--- src/rtl/if_id_queue.sv ---
// Fetch-to-decode instruction queue: circular buffer of {PC, NPC, IR} with a taken-branch flush.
// Define IFQ_BYPASS_EN to let an empty queue pass a fetched instruction straight to decode in the same cycle.
module if_id_queue #(
  parameter int          DEPTH    = 4,
  parameter logic [31:0] NOP_INST = 32'h0000_0013
) (
  input  logic                    clk,
  input  logic                    rst,
  input  logic                    if_valid_inst_in,
  input  logic [31:0]             if_PC_in,
  input  logic [31:0]             if_NPC_in,
  input  logic [31:0]             if_IR_in,
  output logic                    if_ready_out,
  input  logic                    ex_take_branch_out,
  input  logic                    id_ready_in,
  output logic                    id_valid_inst_out,
  output logic [31:0]             id_PC_out,
  output logic [31:0]             id_NPC_out,
  output logic [31:0]             id_IR_out,
  output logic [$clog2(DEPTH):0]  ifq_count_out
);

  localparam int PW = $clog2(DEPTH);
  localparam logic [PW:0] FULL_COUNT = (PW+1)'(DEPTH);

  logic [31:0]   pc_mem  [DEPTH];
  logic [31:0]   npc_mem [DEPTH];
  logic [31:0]   ir_mem  [DEPTH];

  logic [PW-1:0] wr_ptr_reg, wr_ptr_next;
  logic [PW-1:0] rd_ptr_reg, rd_ptr_next;
  logic [PW:0]   count_reg, count_next;

  logic          queued;
  logic          bypass;
  logic          push;
  logic          pop;

  always_comb begin
    queued       = (count_reg != '0);
    if_ready_out = (count_reg < FULL_COUNT);
`ifdef IFQ_BYPASS_EN
    // Gated by rst so the outputs still read as idle while reset is held.
    bypass = rst && !queued && if_valid_inst_in && !ex_take_branch_out;
`else
    bypass = 1'b0;
`endif
    push = if_valid_inst_in && if_ready_out && !ex_take_branch_out && !(bypass && id_ready_in);
    pop  = queued && id_ready_in && !ex_take_branch_out;
  end

  always_comb begin
    wr_ptr_next = wr_ptr_reg;
    rd_ptr_next = rd_ptr_reg;
    count_next  = count_reg;
    if (ex_take_branch_out) begin
      wr_ptr_next = '0;
      rd_ptr_next = '0;
      count_next  = '0;
    end else begin
      if (push) wr_ptr_next = wr_ptr_reg + PW'(1);
      if (pop)  rd_ptr_next = rd_ptr_reg + PW'(1);
      case ({push, pop})
        2'b10:   count_next = count_reg + (PW+1)'(1);
        2'b01:   count_next = count_reg - (PW+1)'(1);
        default: count_next = count_reg;
      endcase
    end
  end

  always_ff @(posedge clk or negedge rst) begin
    if (!rst) begin
      wr_ptr_reg <= '0;
      rd_ptr_reg <= '0;
      count_reg  <= '0;
    end else begin
      wr_ptr_reg <= wr_ptr_next;
      rd_ptr_reg <= rd_ptr_next;
      count_reg  <= count_next;
    end
  end

  // Payload carries no reset; occupancy alone decides what is live.
  always_ff @(posedge clk) begin
    if (push) begin
      pc_mem[wr_ptr_reg]  <= if_PC_in;
      npc_mem[wr_ptr_reg] <= if_NPC_in;
      ir_mem[wr_ptr_reg]  <= if_IR_in;
    end
  end

  always_comb begin
    id_valid_inst_out = 1'b0;
    id_PC_out         = 32'h0;
    id_NPC_out        = 32'h0;
    id_IR_out         = NOP_INST;
    if (bypass) begin
      id_valid_inst_out = 1'b1;
      id_PC_out         = if_PC_in;
      id_NPC_out        = if_NPC_in;
      id_IR_out         = if_IR_in;
    end else if (queued) begin
      id_valid_inst_out = 1'b1;
      id_PC_out         = pc_mem[rd_ptr_reg];
      id_NPC_out        = npc_mem[rd_ptr_reg];
      id_IR_out         = ir_mem[rd_ptr_reg];
    end
    ifq_count_out = count_reg;
  end

endmodule

--- config.mk ---
export PLATFORM = sky130hd
export DESIGN_NAME = if_id_queue
export DESIGN_NICKNAME = d
export VERILOG_FILES = /design/src/rtl/if_id_queue.sv
export SDC_FILE = /design/constraint.sdc
export NUM_CORES = 1
export LEC_CHECK = 0
export CORE_ASPECT_RATIO = 0.75
export CORE_MARGIN = 1
export CORE_UTILIZATION = 41
export CTS_CLUSTER_SIZE = 12
export DETAILED_ROUTE_END_ITERATION = 8
export GPL_ROUTABILITY_DRIVEN = 0
export PLACE_DENSITY = 0.7
export SLEW_MARGIN = 40
export SYNTH_ARGS = -nofsm -noshare
export SYNTH_HDL_FRONTEND = slang
export SYNTH_SLANG_ARGS = --single-unit
export TNS_END_PERCENT = 20
--- constraint.sdc ---
create_clock -name clk -period 3.5 [get_ports clk]
set_input_delay 0.525 -clock clk [delete_from_list [all_inputs] [get_ports clk]]
set_output_delay 0.525 -clock clk [all_outputs]
set_load 0.03 [all_outputs]
# Word level (Yosys, flattened, before mapping)

Memories as Yosys holds them, arrays and structs flattened.
Index checks and enable logic that the tools add are counted.

Shift operators: 0
Reduce and logical (&&, ||, !) cells: 9
Bitwise logic cells: 0
Div/mod/pow operators: 0
Eq/ne operators: 2
$add $sub $neg: 4
Muxes and demuxes: 12
Order comparisons: 1
$mul: 0

Operators by type and width:

| kind                | count |
|---|---|
| $mux 32             | 3 |
| $mux 2              | 4 |
| $pmux 3 s2          | 1 |
| $reduce_bool 3->1   | 2 |
| $add 2x1->2 const B | 2 |
| $logic_and 1x1->1   | 4 |
| $reduce_bool 2->1   | 2 |
| $add 3x1->3 const B | 1 |
| $lt 3x3->1 const B  | 1 |
| $mux 1              | 3 |
| $mux 3              | 1 |
| $sub 3x1->3 const B | 1 |
| $eq 2x1->1 const B  | 1 |
| $eq 2x2->1 const B  | 1 |
| $logic_not 1->1     | 1 |

Output and inout port bits: 101
Bits of input ports: 101
Latch bits: 0
Memory bits (writable): 384
Memories kept: 3
Register bits: 7
Memory bits (read-only): 0

Memories:

| memory  | depth | width | rd ports | clocked after Yosys merged registers in | write ports | RTL line | RTL |
|---|---|---|---|---|---|---|---|
| ir_mem  | 4     | 32    | 1        | 0                                       | 1           | 28       | `logic [31:0] ir_mem [DEPTH];` |
| npc_mem | 4     | 32    | 1        | 0                                       | 1           | 27       | `logic [31:0] npc_mem [DEPTH];` |
| pc_mem  | 4     | 32    | 1        | 0                                       | 1           | 26       | `logic [31:0] pc_mem [DEPTH];` |

# Longest topological paths before layout

Gate-level depths: netlist of run 1.

Depth in word-level cells: 6
Mapped depth: 7
Gate-level depth less buffers: 7

# Worst setup path before layout of run 1

Ideal clock, no wire load.

Kind: reg-to-reg
Start: reg count_reg[2] (netlist: ifq_count_out[2])
End: mem ir_mem[0][0] (enable)
Arrival time: 3.192 ns
Path buffers: 0
Clock period less this slack: 3.658 ns
Path slack: -0.158 ns
Stages on the path, launching flop included: 4
Path through: dfrtp_1 nand2b_1 nor2_1 and2_1

Word-level cells in the longest chain between the ends: 5

RTL lines:

| what                            | RTL line | RTL |
|---|---|---|
| start: declaration              | 32       | `logic [PW:0] count_reg, count_next;` |
| start signal: assignment        | 79       | `count_reg <= count_next;` |
| $lt 3x3->1                      | 41       | `if_ready_out = (count_reg < FULL_COUNT);` |
| $logic_and 1x1->1 (2 in series) | 48       | `push = if_valid_inst_in && if_ready_out && !ex_take_branch_out && !(bypass && id_ready_in);` |
| $mux 1                          | 85       | `if (push) begin` |
| $mux 1 (implied by the code)    | 88       | `ir_mem[wr_ptr_reg] <= if_IR_in;` |
| end: declaration                | 28       |  |

No other way between the ends.

# Final worst setup path of run 1

Start: reg rd_ptr_reg[0]
End: out id_NPC_out[9]

Word-level cells in the longest chain between the ends: 2

RTL lines:

| what                     | RTL line | RTL |
|---|---|---|
| start: declaration       | 31       | `logic [PW-1:0] rd_ptr_reg, rd_ptr_next;` |
| start signal: assignment | 78       | `rd_ptr_reg <= rd_ptr_next;` |
| $mem_v2 4x32             | n/a      |  |
| $mux 32                  | 102      | `end else if (queued) begin` |
| end: declaration         | 18       | `output logic [31:0] id_NPC_out,` |

No other way between the ends.

==> impl_metrics.json, run 1 <==
{
  "drive_gt1_share_pct": 18.9,
  "dieArea_mm2": 0.0373,
  "fin_worst_skew_ns": 0.0155,
  "syn_nets": 772,
  "reg2regPathDepth": 8,
  "synth-compound-area-share_pct": 0.276,
  "route.met2.wl_um": 13900,
  "initial_core_util_pct": 41.7,
  "cts_htree_levels": 2,
  "synth_top_family_by_area": "multiplexers",
  "initialDrtViolationCount": 567,
  "final_antenna_net_count": 0,
  "gr-usage-all-layers_pct": 16.1,
  "grt_pass1_vias": 7716,
  "cp-start-kind": "register",
  "cp_cell_sequence": "buf_4 -> mux4_2 -> and2_1 -> clkdlybuf4s50_1",
  "cts_buffer_depth": 3,
  "crit_path_max_incr_delay_ns": 0.60,
  "place_ws_ns": 0.656,
  "synth_area_mm2": 0.0150,
  "core-area_mm2": 0.0359,
  "maxSlewHeadroom_pct": 61.6,
  "nets": 1000,
  "grt_overflow": 0,
  "vias_per_cell": 5.17,
  "antenna_found_initial": 1,
  "avgSynthCellArea_um2": 22.5,
  "critical_path.endpoint": "id_NPC_out[9]",
  "cts_made_buffers": 41,
  "grt_max_degree": 97,
  "crit_type": "register to output port",
  "worst_pin_slew_ns": 0.577,
  "grt_pass1_wl_um": 45400,
  "core.rowCount": 60,
  "root_buffer": "clkbuf_16",
  "ys_warn_count": 0,
  "outcome": "finished, final reports clean",
  "vias": 7137,
  "crit_required_ns": 2.97,
  "r2r_slack_ns": 0.90,
  "top_layer": "met5",
  "clock_sinks": 391,
  "p_leak_uw": 0.00594,
  "synthXorXnorAreaFrac_pct": 0.292,
  "synthMuxAreaShare_pct": 14.6,
  "setup_violations": 0,
  "ir_drop_v": 0.000429,
  "synthAdderAreaFrac_pct": 0.468,
  "wl_met1_um": 13100,
  "first_pass_iters": 4,
  "min_period_ns": 3.33,
  "total_power_uw": 10900,
  "synth-simple-area-share_pct": 4.85,
  "ys_seq_area_share_pct": 78.2,
  "ys_types": 29,
  "cts_resized": 0,
  "finalHoldViolations": 0,
  "register_area_mm2": 0.0117,
  "fp.dieH_um": 168,
  "report.final.slew_viol_count": 0,
  "postCtsSetupBuffers": 0,
  "crit_path_end_kind": "output port",
  "critPathSlowestCell": "clkdlybuf4s50_1",
  "reg2reg_to": "ifq_count_out[2]",
  "arrival_ns": 2.80,
  "wl_met3_um": 1930,
  "hpwl_um": 17000,
  "portBuffers": 201,
  "max_clock_freq_mhz": 301,
  "rsz0062_at_grt": "false",
  "path_clk_slew_ns": 0.06,
  "crit_start": "rd_ptr_reg[0]",
  "drc": 0,
  "nFillCells": 2834,
  "top_regs": "ir_mem: 128 flops, npc_mem: 128 flops, pc_mem: 128 flops",
  "detail_route.wl_per_cell_um": 21.3,
  "timing.final.crit_share_pct": 95.0,
  "die_w_um": 223,
  "p_per_area_mw_per_mm2": 578,
  "drv_cap": 0,
  "place_inst": 1316,
  "cp_max_fo": 16,
  "finish.utilization_pct": 52.6,
  "hold_class": "input pin to async pin",
  "multi_input_area_mm2": 0.00307,
  "yosys_register_bits": 391,
  "area_growth_pct": 25.9,
  "cts_tree": "done",
  "finalWorstSetupSlack_ns": 0.174,
  "ctsHoldBuffers": 0,
  "final_cells": 1380,
  "wl_um": 29300,
  "clk_latency_ns": 0.53,
  "synthesis.instances": 666,
  "r2r-start": "ifq_count_out[0]",
  "io_pins": 202
}
-- kinds of logic after synthesis --
logic type      Yosys count
compound gates            7
flops                   391
mux                      98
simple gates            121
buf+inv                  39
fa+ha+maj                 5
xor+xnor                  5
-- power breakdown --
part | internal (µW) | leakage, µW | switching (µW) | total (µW)
Clock | 2290 | 0.000584 | 1640 | 3930
Sequential | 5310 | 0.00358 | 48.2 | 5350
Combinational | 757 | 0.00178 | 866 | 1620
-- critical path: cells and delay by family, from the launching register on --
kind | cells | cell delay, ns
buffers and inverters | 2 | 0.98
flip-flops | 1 | 0.54
multiplexers | 1 | 0.55
AND/OR/NAND/NOR | 1 | 0.19
-- cells in the mapped netlist (all sizes together) --
| cell type | instances | area [µm²] |
|---|---|---|
| nor3 | 2 | 15.0 |
| nor2 | 5 | 18.8 |
| ha | 4 | 50.1 |
| or2 | 3 | 18.8 |
| or4 | 1 | 7.51 |
| and2 | 97 | 607 |
| nand2 | 7 | 26.3 |
| a21oi | 1 | 5.00 |
| nor2b | 1 | 6.26 |
| edfxtp | 384 | 11500 |
| clkbuf | 17 | 63.8 |
| o21ai | 3 | 15.0 |
| a221oi | 1 | 8.76 |
| buf | 17 | 121 |
| mux2i | 2 | 20.0 |
| fa | 1 | 20.0 |
| mux4 | 96 | 2160 |
| xor2 | 3 | 26.3 |
| nand3 | 3 | 15.0 |
| inv | 5 | 18.8 |
| dfrtp | 7 | 175 |
| nand2b | 2 | 12.5 |
| a31oi | 2 | 12.5 |
| xnor2 | 2 | 17.5 |
-- cell usage in the layout (no fill, tap or decap), drive strengths merged, types with 3 or more instances in the layout --
master | Yosys | layout
dfrtp | 7 | 7
clkdlybuf4s50 | 0 | 201
nand2 | 7 | 7
mux4 | 96 | 96
inv | 5 | 6
nor2 | 5 | 5
buf | 17 | 18
and2 | 97 | 97
nand3 | 3 | 3
ha | 4 | 4
clkbuf | 17 | 50
o21ai | 3 | 3
xor2 | 3 | 3
edfxtp | 384 | 384
clkinv | 0 | 10
or2 | 3 | 3
-- layer usage --
layer | track usage (%) | up-vias
met1 | 22.2 | 3747
met5 | 0 | -
met2 | 25.6 | 197
met4 | 3.84 | 2
met3 | 4.47 | 35
li1 | - | 3156
-- cell type report --
cell class	instances	area share (%)
multi-input cells	236	16.3
flip-flops and latches	391	62.1
clock buffers	50	5.84
diodes	1	0.0133
clock inverters	13	0.478
repair buffers	219	12.1
inverters	5	0.0995
well taps	465	3.08
-- stage by stage --
| step | area [µm²] | setup TNS, ns | hold slack, ns |
|---|---|---|---|
| 6_report | 18900 | 0 | 0.297 |
| 5_1_grt | 18900 | 0 | 0.291 |
| 4_1_cts | 18900 | 0 | 0.274 |
| 3_5_place_dp | 17700 | 0 | 0.586 |
| 3_3_place_gp | 17700 | 0 | 0.571 |
| 2_1_floorplan | 15000 | -15.08 | 0.229 |
-- worst min-delay path by stage --
| stage | endpoint | depth (start not counted) |
|---|---|---|
| global route | wr_ptr_reg[0] | 1 |
| global placement | wr_ptr_reg[1] | 2 |
| detailed placement | wr_ptr_reg[1] | 2 |
| finish | wr_ptr_reg[0] | 1 |
| floorplan | ifq_count_out[0] | 0 |
| CTS | wr_ptr_reg[1] | 1 |
Note: power is estimated with default switching activity, not from simulation.
==> run 2: changes to the inputs <==
--- a/config.mk
+++ b/config.mk
@@ -12,7 +12,7 @@
 export DETAILED_ROUTE_END_ITERATION = 8
 export GPL_ROUTABILITY_DRIVEN = 0
 export PLACE_DENSITY = 0.7
-export SLEW_MARGIN = 40
+export SLEW_MARGIN = 20
 export SYNTH_ARGS = -nofsm -noshare
 export SYNTH_HDL_FRONTEND = slang
 export SYNTH_SLANG_ARGS = --single-unit
==> results of run 2 <==
No change in the layout: final DEF, timing and power equal those of run 1.
